$ cat src/rtl/sc_sync_pkg.sv
// Shared types and helpers for the stochastic-stream pair correlation manipulator.
package sc_sync_pkg;

  typedef enum logic [1:0] {
    MODE_SYNC   = 2'd0,
    MODE_DESYNC = 2'd1,
    MODE_SKEW   = 2'd2,
    MODE_BYPASS = 2'd3
  } sync_mode_e;

  function automatic int unsigned save_max(int unsigned cw);
    return (32'd1 << cw) - 32'd1;
  endfunction

endpackage

$ cat src/rtl/sc_pair_sync_multi_if.sv
// Handshake/data bundle between a stream source and the pair correlation manipulator.
interface sc_pair_sync_multi_if
  import sc_sync_pkg::*;
#(
  parameter int unsigned LANES = 4
);
  logic             en;
  logic             clr;
  sync_mode_e       mode;
  logic [LANES-1:0] in_a;
  logic [LANES-1:0] in_b;
  logic [LANES-1:0] out_a;
  logic [LANES-1:0] out_b;
  logic             out_vld;
  logic [LANES-1:0] sat;

  modport master (
    output en, clr, mode, in_a, in_b,
    input  out_a, out_b, out_vld, sat
  );

  modport slave (
    input  en, clr, mode, in_a, in_b,
    output out_a, out_b, out_vld, sat
  );
endinterface

$ cat src/rtl/sc_sync_lane.sv
// One lane: bounded signed save/emit counter that rearranges 1s between streams A and B.
module sc_sync_lane
  import sc_sync_pkg::*;
#(
  parameter int unsigned CW = 4
) (
  input  logic       clk,
  input  logic       rst,
  input  logic       en,
  input  logic       clr,
  input  logic       zero,
  input  sync_mode_e mode,
  input  logic       a,
  input  logic       b,
  output logic       out_a,
  output logic       out_b,
  output logic       sat
);

  localparam logic signed [CW:0] SMax    = $signed((CW + 1)'(save_max(CW)));
  localparam logic signed [CW:0] SNegMax = -SMax;
  localparam logic signed [CW:0] SZero   = '0;
  localparam logic signed [CW:0] SOne    = {{CW{1'b0}}, 1'b1};

  // s > 0 holds saved A ones, s < 0 holds saved B ones (SKEW: s >= 0 holds saved B ones).
  logic signed [CW:0] s_q, s_cur, s_nxt;
  logic               oa, ob, set_sat;

  always_comb begin
    s_cur   = zero ? SZero : s_q;
    s_nxt   = s_cur;
    oa      = a;
    ob      = b;
    set_sat = 1'b0;
    unique case (mode)
      MODE_SYNC: begin
        if (a && !b) begin
          if (s_cur < SZero) begin
            ob    = 1'b1;
            s_nxt = s_cur + SOne;
          end else if (s_cur < SMax) begin
            oa    = 1'b0;
            s_nxt = s_cur + SOne;
          end else begin
            set_sat = 1'b1;
          end
        end else if (!a && b) begin
          if (s_cur > SZero) begin
            oa    = 1'b1;
            s_nxt = s_cur - SOne;
          end else if (s_cur > SNegMax) begin
            ob    = 1'b0;
            s_nxt = s_cur - SOne;
          end else begin
            set_sat = 1'b1;
          end
        end
      end
      MODE_DESYNC: begin
        if (a && b) begin
          if (s_cur > SNegMax) begin
            ob    = 1'b0;
            s_nxt = s_cur - SOne;
          end else begin
            set_sat = 1'b1;
          end
        end else if (!a && !b && (s_cur < SZero)) begin
          ob    = 1'b1;
          s_nxt = s_cur + SOne;
        end
      end
      MODE_SKEW: begin
        ob = 1'b0;
        if (a && b) begin
          ob = 1'b1;
        end else if (a && !b) begin
          if (s_cur > SZero) begin
            ob    = 1'b1;
            s_nxt = s_cur - SOne;
          end
        end else if (!a && b) begin
          if (s_cur < SMax) begin
            s_nxt = s_cur + SOne;
          end else begin
            ob      = 1'b1;
            set_sat = 1'b1;
          end
        end
      end
      MODE_BYPASS: begin
      end
    endcase
  end

  always_ff @(posedge clk) begin
    if (rst) begin
      s_q   <= SZero;
      out_a <= 1'b0;
      out_b <= 1'b0;
      sat   <= 1'b0;
    end else begin
      s_q   <= en ? s_nxt : s_cur;
      out_a <= en & oa;
      out_b <= en & ob;
      // A saturation in the clearing cycle is still recorded.
      sat   <= (sat & ~clr) | (en & set_sat);
    end
  end

endmodule

$ cat src/rtl/sc_pair_sync_multi.sv
// Multi-lane correlation manipulator: shared mode tracking plus independent per-lane counters.
module sc_pair_sync_multi
  import sc_sync_pkg::*;
#(
  parameter int unsigned LANES = 4,
  parameter int unsigned CW    = 4
) (
  input logic               clk,
  input logic               rst,
  sc_pair_sync_multi_if.slave bus
);

  sync_mode_e       mode_q;
  logic             out_vld_q;
  logic             zero;
  logic [LANES-1:0] lane_out_a, lane_out_b, lane_sat;

  // A mode switch drops any saved bits, same as an explicit clear.
  assign zero = bus.clr | (bus.mode != mode_q);

  always_ff @(posedge clk) begin
    if (rst) begin
      mode_q    <= MODE_SYNC;
      out_vld_q <= 1'b0;
    end else begin
      mode_q    <= bus.mode;
      out_vld_q <= bus.en;
    end
  end

  for (genvar i = 0; i < LANES; i++) begin : g_lane
    sc_sync_lane #(
      .CW(CW)
    ) u_lane (
      .clk   (clk),
      .rst   (rst),
      .en    (bus.en),
      .clr   (bus.clr),
      .zero  (zero),
      .mode  (bus.mode),
      .a     (bus.in_a[i]),
      .b     (bus.in_b[i]),
      .out_a (lane_out_a[i]),
      .out_b (lane_out_b[i]),
      .sat   (lane_sat[i])
    );
  end

  assign bus.out_a   = lane_out_a;
  assign bus.out_b   = lane_out_b;
  assign bus.sat     = lane_sat;
  assign bus.out_vld = out_vld_q;

endmodule

$ cat src/flat_wrapper.sv
// flat-port wrapper written by rule: the top's interface ports become plain ports
module sc_pair_sync_multi_flat import sc_sync_pkg::*;
#(
  parameter int unsigned LANES = 4,
  parameter int unsigned CW    = 4
)
  (clk, rst, bus_en, bus_clr, bus_mode, bus_in_a, bus_in_b, bus_out_a, bus_out_b, bus_out_vld, bus_sat);
  sc_pair_sync_multi_if #(.LANES(LANES)) bus_i ();
  input logic clk;
  input logic rst;
  input wire logic [$bits(bus_i.en)-1:0] bus_en;
  input wire logic [$bits(bus_i.clr)-1:0] bus_clr;
  input wire logic [$bits(bus_i.mode)-1:0] bus_mode;
  input wire logic [$bits(bus_i.in_a)-1:0] bus_in_a;
  input wire logic [$bits(bus_i.in_b)-1:0] bus_in_b;
  output wire logic [$bits(bus_i.out_a)-1:0] bus_out_a;
  output wire logic [$bits(bus_i.out_b)-1:0] bus_out_b;
  output wire logic [$bits(bus_i.out_vld)-1:0] bus_out_vld;
  output wire logic [$bits(bus_i.sat)-1:0] bus_sat;
  assign bus_i.en = bus_en;
  assign bus_i.clr = bus_clr;
  assign bus_i.mode = bus_mode;
  assign bus_i.in_a = bus_in_a;
  assign bus_i.in_b = bus_in_b;
  assign bus_out_a = bus_i.out_a;
  assign bus_out_b = bus_i.out_b;
  assign bus_out_vld = bus_i.out_vld;
  assign bus_sat = bus_i.sat;
  sc_pair_sync_multi #(.LANES(LANES), .CW(CW)) u_core (.clk(clk), .rst(rst), .bus(bus_i));
endmodule
$ cat config.mk
export PLATFORM = sky130hd
export DESIGN_NAME = sc_pair_sync_multi_flat
export DESIGN_NICKNAME = d
export VERILOG_FILES = /design/src/rtl/sc_sync_pkg.sv /design/src/rtl/sc_pair_sync_multi_if.sv /design/src/rtl/sc_sync_lane.sv /design/src/rtl/sc_pair_sync_multi.sv /design/src/flat_wrapper.sv
export SDC_FILE = /design/constraint.sdc
export NUM_CORES = 1
export LEC_CHECK = 0
export CAP_MARGIN = 40
export CORE_AREA = 10 10 109 111
export CTS_CLUSTER_SIZE = 8
export DETAILED_ROUTE_END_ITERATION = 7
export DIE_AREA = 0 0 119 121
export PLACE_DENSITY_LB_ADDON = 0.08
export RECOVER_POWER = 25
export SLEW_MARGIN = 20
export SYNTH_ARGS = -nofsm -noshare
export SYNTH_HDL_FRONTEND = slang
export SYNTH_SLANG_ARGS = --single-unit
$ cat constraint.sdc
create_clock -name clk -period 5.9 [get_ports clk]
set_input_delay 0.59 -clock clk [delete_from_list [all_inputs] [get_ports clk]]
set_output_delay 0.59 -clock clk [all_outputs]
set_load 0.005 [all_outputs]
Word level (Yosys, flattened, before mapping)
Index checks and enable logic that the tools add are counted.

Reduce and logical (&&, ||, !) cells: 29. $lt $le $gt $ge: 16. Equality and inequality tests: 3. Muxes and demuxes: 172. $mul: 0. Shift-type cells: 0. Divide/modulo/power cells: 0. Bitwise gates (word level): 22. Add/sub/neg operators: 8.

Operators by type and width (count): 5-bit two-way mux (56); 1-bit two-way mux (104); 5-bit case mux with 3 select lines (4); 1-bit case mux with 3 select lines (8); 5-bit by 2-bit adder with 5-bit output, second input constant (4); 5-bit by 1-bit > comparator with 1-bit output, second input constant (4); 5-bit > comparator, second input constant (4); 1-bit logical AND (20); 5-bit by 1-bit < comparator with 1-bit output, second input constant (4); 5-bit < comparator, second input constant (4); 5-bit by 2-bit subtractor with 5-bit output, second input constant (4); 1-bit bitwise AND (16); 1-bit logical NOT (8); 1-bit OR (5); 2-bit by 1-bit == test with 1-bit output, second input constant (1); 2-bit == test, second input constant (1); 2-bit logical NOT (1); 2-bit inequality test (1); 1-bit NOT (1).

ROM bits: 0. Bits in writable memories: 0. Bits in registers: 35. Input port bits: 14. Word-level logic and storage cells: 268. Memories kept: 0. Latch bits: 0.

Depth between registers and ports, before layout
Gate-level depths: netlist (run 1).

Depth after elaboration: 11. Depth in mapped cells: 14. Depth with buffers taken out: 11.

Cells and area by module
Synthesis (run 1) repeated with hierarchy kept, for this count alone.

Cell total of the unflattened synthesis: 785. Area total of the unflattened synthesis: 5383.9 um^2.

Modules (own cells, without submodules): sc_sync_lane (u_core.g_lane[0].u_lane ...) (cells an instance 195, times used 3, sequential area each 160.2 um^2, area an instance 1307.5 um^2); sc_sync_lane (u_core.g_lane[1].u_lane) (cells an instance 191, times used 1, sequential area each 160.2 um^2, area an instance 1358.8 um^2); sc_pair_sync_multi (cells an instance 9, times used 1, sequential area each 60.1 um^2, area an instance 102.6 um^2).

Worst setup path before layout (run 1)
OpenSTA, ideal clock, no wires.

Path kind: input to register. Start point: input bus_mode[0]. End point: register u_core.g_lane[3].u_lane.s_q[4]. Data arrival time: 2.941 ns. Stages: 11. Data required time: 5.761 ns. Path buffers: 2. Setup time: 0.139 ns. Slack: 2.820 ns. Path through: buf_4 > xnor2_4 > buf_2 > nand4_1 > ha_1 > o21bai_1 > or4b_2 > o22ai_1 > nand3_1 > o211ai_1 > a221oi_1.

Cells in the longest elaborated chain, start to end: 10. Elaborated cells on any way between the ends: 27. Those cells by class: add/sub (2); order compare (4); eq/ne (3); mux (15); bitwise (1); reduce/logical (2).

Ends and longest elaborated chain: start, declared (RTL line flat_wrapper.sv:13) `input wire logic [$bits(bus_i.mode)-1:0] bus_mode;`; 2-bit inequality test (RTL line sc_pair_sync_multi.sv:19) `assign zero = bus.clr | (bus.mode != mode_q);`; 1-bit OR (RTL line sc_pair_sync_multi.sv:19); 5-bit two-way mux (RTL line sc_sync_lane.sv:30) `s_cur = zero ? SZero : s_q;`; 5-bit by 2-bit adder with 5-bit output, or another cell as far along; 5-bit two-way mux (on tied branches); 5-bit two-way mux (on tied branches) (RTL line sc_sync_lane.sv:81, sc_sync_lane.sv:48); 5-bit two-way mux (on tied branches) (RTL line sc_sync_lane.sv:76, sc_sync_lane.sv:47); 5-bit two-way mux (on tied branches) (RTL line sc_sync_lane.sv:74, sc_sync_lane.sv:37); 5-bit case mux with 3 select lines (RTL line sc_sync_lane.sv:35) `unique case (mode)`; 5-bit two-way mux (*) (RTL line sc_sync_lane.sv:102) `s_q <= en ? s_nxt : s_cur;`; end signal, assigned (RTL line sc_sync_lane.sv:97) `s_q <= SZero;`; end signal, assigned (RTL line sc_sync_lane.sv:102); end, declared (RTL line sc_sync_lane.sv:26) `logic signed [CW:0] s_q, s_cur, s_nxt;`.

Mark *: on every way between the ends. The rest lies on a longest branch, timed or not. A chain may end at the register's enable or synchronous reset.

Final worst setup path (run 1)
Start point: input bus_mode[1]. End point: register u_core.g_lane[0].u_lane.s_q[0].

Cells in the longest elaborated chain, start to end: 10. Elaborated cells on any way between the ends: 27. Those cells by class: add/sub (2); order compare (4); eq/ne (3); mux (15); bitwise (1); reduce/logical (2).

Ends and longest elaborated chain (RTL line): 2-bit inequality test (sc_pair_sync_multi.sv:19); 1-bit OR (sc_pair_sync_multi.sv:19); 5-bit two-way mux (sc_sync_lane.sv:30); 5-bit by 2-bit adder with 5-bit output, or another cell as far along; 5-bit two-way mux (on tied branches); 5-bit two-way mux (on tied branches) (sc_sync_lane.sv:81, sc_sync_lane.sv:48); 5-bit two-way mux (on tied branches) (sc_sync_lane.sv:76, sc_sync_lane.sv:47); 5-bit two-way mux (on tied branches) (sc_sync_lane.sv:74, sc_sync_lane.sv:37); 5-bit case mux with 3 select lines (sc_sync_lane.sv:35); 5-bit two-way mux (*) (sc_sync_lane.sv:102); end signal, assigned (sc_sync_lane.sv:97); end signal, assigned (sc_sync_lane.sv:102); end, declared (sc_sync_lane.sv:26).

Marks and branches as above.

==> summary.md, run 1 <==
| Metric | Value |
|---|---|
| Layout cell share with drive strength beyond 1 | 7.20% |
| Register Area | 701 µm² |
| CP delay by family, top | compound AO/OA/AOI/OAI gates |
| Max-cap violations | 1 |
| CTS tree | done |
| CP Data Arrival Time | 4.09 ns |
| Post-Syn Instances | 859 |
| Fin cells | 939 |
| Critical path required time | 5.99 ns |
| DP Wirelength | 13.5 mm |
| Post-synth EDFFs | 0 |
| Endpoints failing hold | 0 |
| Min-Delay Path Class | reg -> reg |
| Tot GR Track Use | 27.4% |
| Layout Utilization | 60.9% |
| Worst min-delay path startpoint | u_core.g_lane[1].u_lane.sat |
| IO buf count | 26 |
| Routed wire per std cell | 22.6 µm |
| Critical path's largest stage delay | 0.73 ns |
| Total nets after synthesis | 885 |
| Num ports | 27 |
| FF-to-FF Start | u_core.mode_q[1] |
| Slew Limit Headroom | -24.4% |
| Post-Place Cells | 931 |
| Crit-path cells | clkdlybuf4s50_1 > buf_4 > xnor2_2 > nand4_1 > ha_1 > inv_1 > nor3_1 > a211oi_1 > a21oi_1 > o311ai_1 > a221oi_1 |
| Gpl congestion | 1.03 |
| Grt ovf | 0 |
| Worst Reg-to-Reg Cells | 9 |
| Fin crit period | 3.99 ns |
| Ant. Diodes | 0 |
| Ranking of synthesized cells by area | dfxtp_1, a21oi_1, clkbuf_1, o21ai_0, nor2_1 |
| Post-DRT Antenna Nets | 0 |
| Initial Util | 58.7% |
| Via-per-instance ratio | 7.61 |
| Setup-failing EPs final | 0 |
| Largest net degree at the start of global routing | 55 |
| Clk_lat worst skew | 0.31 ns |
| Final setup skew | 0.00959 ns |
| Max frequency | 250 MHz |
| Outcome | finished with violations |
| CP Launch Point | bus_mode[1] |
| Drt total wl | 21.3 mm |
| Post-synthesis register bit count | 35 |
| Critical path buffers and inverters | 3 |
| Core Area | 9640 µm² |
| Syn_area_per_cell | 6.59 µm² |
| Fraction of registers with async set/reset | 0% |
| Max FO, Critical Path | 22 |
| Num CTS Buffers | 5 |
| Vias in the first global route | 6435 |
| Commonest non-fill, non-tap cell in the layout | a21oi_1 |
| CTS Buffer Depth | 2 |
| Reg2Reg Setup Slack | 2.43 ns |
| Tcrit/Tclk final | 67.7% |
| Pwr Total | 0.000789 W |
| Clk sinks | 35 |
| Failing checks | max-capacitance violations, max-slew violations |
| Setup_tns | 0 ns |
| Most frequent cells in the layout | a21oi_1, nor2_1, nand2_1, o21ai_0, nand3_1 |
| H-tree Lvls | 2 |
| CTS Hold Bufs | 0 |
| Area delta synth->final | 3.83% |
| Critical path type | in -> reg |
| Layout Nets | 832 |
| # fillers | 964 |
| Clk root buf | clkbuf_8 |
| Worst hold endpoint | u_core.g_lane[1].u_lane.sat |
| Netlist cell types | 84 |
| Peak supply drop | 0.0741 mV |
| Initial detailed-routing violation count | 1076 |
| Synth Flop Type | dfxtp_1 |
| CP Launch Type | input port |
| Multi-input gate area | 4370 µm² |
| TritonRoute pass-1 iters | 8 |
| Row count | 36 |
| Share of the synthesized area in the top cell type | 12.4% |
| Die X | 119 µm |
| Warnings from Yosys | 0 |
| Initial antenna violation count | 0 |
| Hold path cells | 2 |
| DIE AREA | 14400 µm² |
| Worst-path clk slew | 0.09 ns |
| Worst Tran Pin Value | 1.87 ns |
| First-pass GRT wire length | 33.4 mm |
| Mapped Area | 5660 µm² |
| Leak pwr | 1.91 nW |
| Cell Pwr Density | 134 nW/µm² |
| # Post-CTS Setup Buffers | 0 |
| Crit. End Element | flop |
| Area leader, netlist | dfxtp_1 |
| Vias | 7145 |
| Unrepaired setup endpoints after global routing | no |
| Seq/Total Area, Yosys | 12.4% |
| Worst r2r dst | u_core.g_lane[0].u_lane.s_q[0] |
| Max-slew violations | 29 |
| Die height | 121 µm |
| DRC Markers | 0 |
| CP max-delay cell | xnor2_2 |
| Post-CTS Resized | 0 |
## per-layer routing
layer  vias up  track usage (%)  share of wire (%)
li1       3189                -                  -
met1      3232             34.6                 38
met2       614             43.0                 44
met3       110             5.82                 13
met4         0             14.3                4.6
met5         -                0                  0
## Yosys cell counts (all sizes together) (3+ instances only)
cell type	count
a21o	9
o21ai	60
and2	5
nand2b	10
nand2	63
a311o	4
o22ai	11
o32ai	5
a22oi	5
or4	4
a221oi	7
ha	12
or3	5
inv	24
a21oi	79
dfxtp	35
nor2b	13
o31ai	11
a311oi	14
o21a	5
nand4	31
a31oi	30
xnor2	6
o2111ai	8
xor2	3
and3	11
clkbuf	75
o311ai	6
mux2i	10
or2	4
a211oi	19
a211o	6
buf	32
o211ai	16
o41ai	7
a41oi	3
o221ai	6
nor3b	8
nor3	35
nand3	38
nor2	71
o21bai	6
a32oi	4
nor4	11
## how the worst max path moves through the flow
stage                                                 to  slack [ns]  cells past startpoint
after floorplan           u_core.g_lane[3].u_lane.s_q[4]        2.82                     11
after global placement    u_core.g_lane[3].u_lane.s_q[4]        1.81                     11
after detailed placement  u_core.g_lane[3].u_lane.s_q[4]        1.75                     11
after CTS                 u_core.g_lane[3].u_lane.s_q[4]        2.05                     11
after global routing      u_core.g_lane[3].u_lane.s_q[4]        1.67                     12
final                     u_core.g_lane[0].u_lane.s_q[0]        1.91                     11
## power breakdown
part | leakage (nW) | switching (W) | total [W] | internal, W
sequential | 0.287 | 0.0000312 | 0.000278 | 0.000247
clock | 0.0470 | 0.000114 | 0.000206 | 0.0000923
combinational | 1.58 | 0.000203 | 0.000305 | 0.000102
total | 1.91 | 0.000348 | 0.000789 | 0.000441
## stage by stage
stage,cell area (µm²),hold WS [ns],worst slack [ns]
after detailed placement,5770,0.465,1.75
after floorplan,5660,0.441,2.82
final,5870,0.477,1.91
after global placement,5720,0.454,1.81
after CTS,5860,0.481,2.05
after global routing,5870,0.496,1.67
## cell families after synthesis
group	Yosys count	synth area share, %
buffers and inverters	133	10.4
AND/OR/NAND/NOR	321	29.9
adder cells (fa/ha/maj)	12	2.65
XOR/XNOR	9	2.32
flip-flops	35	12.4
AO/OA/AOI/OAI	337	40.2
multiplexers	12	2.17
## cell type report
cell class                 instances  area share, %
clock buffer                       6           1.41
multi-input combinational        691           74.5
sequential                        35           11.9
clock inverter                     1         0.0852
inverter                          26           1.66
timing repair buffer              47           7.63
tap                              133           2.83
## sequential cells by signal (all words and copies together) (netlist names)
signal,cells
u_core.g_lane.u_lane.out_b,4
u_core.g_lane.u_lane.s_q,20
u_core.mode_q,2
u_core.g_lane.u_lane.sat,4
u_core.bus.out_vld,1
u_core.g_lane.u_lane.out_a,4
## worst reg2reg max path, stage by stage, from the launching register on
cell and delay, ns:
dfxtp_1 0.39, xnor2_2 0.71, nand4_1 0.40, ha_1 0.47
inv_1 0.18, nor3_1 0.09, a211oi_1 0.45, a21oi_1 0.14
o311ai_1 0.30, a221oi_1 0.13
(Power assumes the default switching activity.)
==> inputs of run 2 (changes only) <==
==> constraint.sdc (replaced) <==
create_clock -name clk -period 3.9 [get_ports clk]
set_input_delay 0.39 -clock clk [delete_from_list [all_inputs] [get_ports clk]]
set_output_delay 0.39 -clock clk [all_outputs]
set_load 0.005 [all_outputs]
==> summary.md, run 2 (synthesized netlist as in run 1, its figures left out) <==
| Metric | Value |
|---|---|
| Fin cells | 951 (+1.3%) |
| Gpl congestion | 1.02 (-0.83%) |
| Post-CTS Resized | 0 (unchanged) |
| CP Data Arrival Time | 3.68 ns (-0.41 ns) |
| Layout cell share with drive strength beyond 1 | 8.44% (+1.2 points) |
| End of the critical path | u_core.g_lane[0].u_lane.out_b |
| CTS Hold Bufs | 0 (unchanged) |
| Via-per-instance ratio | 7.58 (-0.36%) |
| Initial detailed-routing violation count | 1174 (+9.1%) |
| Num CTS Buffers | 5 (unchanged) |
| Post-DRT Antenna Nets | 0 (unchanged) |
| Core Area | 9640 µm² (unchanged) |
| Leak pwr | 1.95 nW (+2.2%) |
| Setup_tns | 0 ns (unchanged) |
| CP Launch Point | bus_mode[1] |
| Worst r2r dst | u_core.g_lane[0].u_lane.out_b |
| Grt ovf | 0 (unchanged) |
| Fin crit period | 3.45 ns |
| Max FO, Critical Path | 10 (-55%) |
| Worst Reg-to-Reg Cells | 10 (+1) |
| Drt total wl | 21.2 mm (-0.28%) |
| Worst Tran Pin Value | 1.82 ns (-0.0432 ns) |
| H-tree Lvls | 2 (unchanged) |
| Worst-path clk slew | 0.09 ns (about the same) |
| Vias | 7210 (+0.91%) |
| Row count | 36 (unchanged) |
| Endpoints failing hold | 0 (unchanged) |
| CP Launch Type | input port |
| Die X | 119 µm (unchanged) |
| Cell Pwr Density | 200 nW/µm² (+49%) |
| Setup-failing EPs final | 0 (unchanged) |
| Peak supply drop | 0.157 mV (+110%) |
| # Post-CTS Setup Buffers | 0 (unchanged) |
| TritonRoute pass-1 iters | 8 (unchanged) |
| Vias in the first global route | 6622 (+2.9%) |
| CTS tree | done |
| Post-Place Cells | 943 (+1.3%) |
| Most frequent cells in the layout | a21oi_1, nor2_1, nand2_1, o21ai_0, nand3_1 |
| Tcrit/Tclk final | 88.5% |
| IO buf count | 26 (unchanged) |
| Routed wire per std cell | 22.3 µm (-1.5%) |
| Max-cap violations | 1 (unchanged) |
| Critical path type | in -> reg |
| Failing checks | max-capacitance violations, max-slew violations |
| FF-to-FF Start | u_core.mode_q[1] |
| Final setup skew | 0.00891 ns (-0.000682 ns) |
| DIE AREA | 14400 µm² (unchanged) |
| Pwr Total | 0.00119 W (+51%) |
| Tot GR Track Use | 27.7% (+0.29 points) |
| Register Area | 701 µm² (unchanged) |
| Initial antenna violation count | 0 (unchanged) |
| Multi-input gate area | 4370 µm² (unchanged) |
| CTS Buffer Depth | 2 (unchanged) |
| Biggest register | u_core.g_lane.u_lane.s_q |
| Crit. End Element | flop |
| DP Wirelength | 14.0 mm (+3.7%) |
| Layout Nets | 843 (+1.3%) |
| Max-slew violations | 29 (unchanged) |
| Unrepaired setup endpoints after global routing | no |
| Area delta synth->final | 4.87% |
| Ant. Diodes | 0 (unchanged) |
| First-pass GRT wire length | 33.8 mm (+1.2%) |
| Slew Limit Headroom | -21.5% (+2.9 points) |
| Largest net degree at the start of global routing | 55 (unchanged) |
| Commonest non-fill, non-tap cell in the layout | a21oi_1 |
| DRC Markers | 0 (unchanged) |
| Clk sinks | 35 (unchanged) |
| Clk_lat worst skew | 0.30 ns (about the same) |
| Num ports | 27 (unchanged) |
| Initial Util | 58.7% (unchanged) |
| Max frequency | 290 MHz |
| Die height | 121 µm (unchanged) |
| Critical path required time | 4.13 ns (-1.86 ns) |
| Reg2Reg Setup Slack | 0.64 ns (-1.79 ns) |
| Min-Delay Path Class | reg -> reg |
| Clk root buf | clkbuf_8 |
| Outcome | finished with violations |
| Max reg flops | 20 (unchanged) |
| # fillers | 972 (+0.83%) |
==> run 2: how the worst min path moves through the flow <==
| stage | depth (start not counted) | start | to |
|---|---|---|---|
| after floorplan | 2 | u_core.g_lane[0].u_lane.sat | u_core.g_lane[0].u_lane.sat |
| after global placement | 2 | u_core.g_lane[0].u_lane.sat | u_core.g_lane[0].u_lane.sat |
| after detailed placement | 2 | u_core.g_lane[0].u_lane.sat | u_core.g_lane[0].u_lane.sat |
| after CTS | 2 | u_core.g_lane[0].u_lane.sat | u_core.g_lane[0].u_lane.sat |
| after global routing | 2 | u_core.g_lane[0].u_lane.sat | u_core.g_lane[0].u_lane.sat |
| final | 2 | u_core.g_lane[1].u_lane.sat | u_core.g_lane[1].u_lane.sat |
==> run 2: metal layers <==
metal	wire length (µm)	part of all wire, %	GRT usage, %
met2	9430	45	44.2
met3	2670	13	4.89
met5	0	0	0
met1	8230	39	34.7
met4	862	4.1	15.3
==> run 2: layout make-up <==
class | count | area share, %
well taps | 133 | 2.81
flip-flops and latches | 35 | 11.8
multi-input cells | 691 | 73.7
repair buffers | 58 | 8.58
clock inverters | 2 | 0.211
clock buffers | 6 | 1.22
inverters | 26 | 1.65
==> run 2: worst max-delay path, stage by stage <==
cell and delay [ns]:
clkdlybuf4s50_1 0.48, xnor2_2 0.53, nand4_1 0.37, inv_1 0.20, ha_1 0.17, o21bai_1 0.22
nand3_1 0.33, nor2_1 0.34, a21oi_1 0.11, or4_1 0.41, o22ai_1 0.12
==> run 2: per-stage QoR <==
stage	hold WS (ns)	util (%)	area (µm²)	setup slack [ns]
floorplan	0.441	-	5660	1.02
global placement	0.450	60.7	5850	0.341
detailed placement	0.457	60.7	5850	0.268
CTS	0.475	61.6	5940	0.567
global route	0.487	61.5	5930	0.276
finish	0.467	61.5	5930	0.448
==> run 2: report_power, final <==
part	switching [W]	total, W	internal (W)
clock network	0.000168	0.000293	0.000126
registers	0.0000455	0.000420	0.000374
logic	0.000313	0.000476	0.000163
total	0.000526	0.00119	0.000663
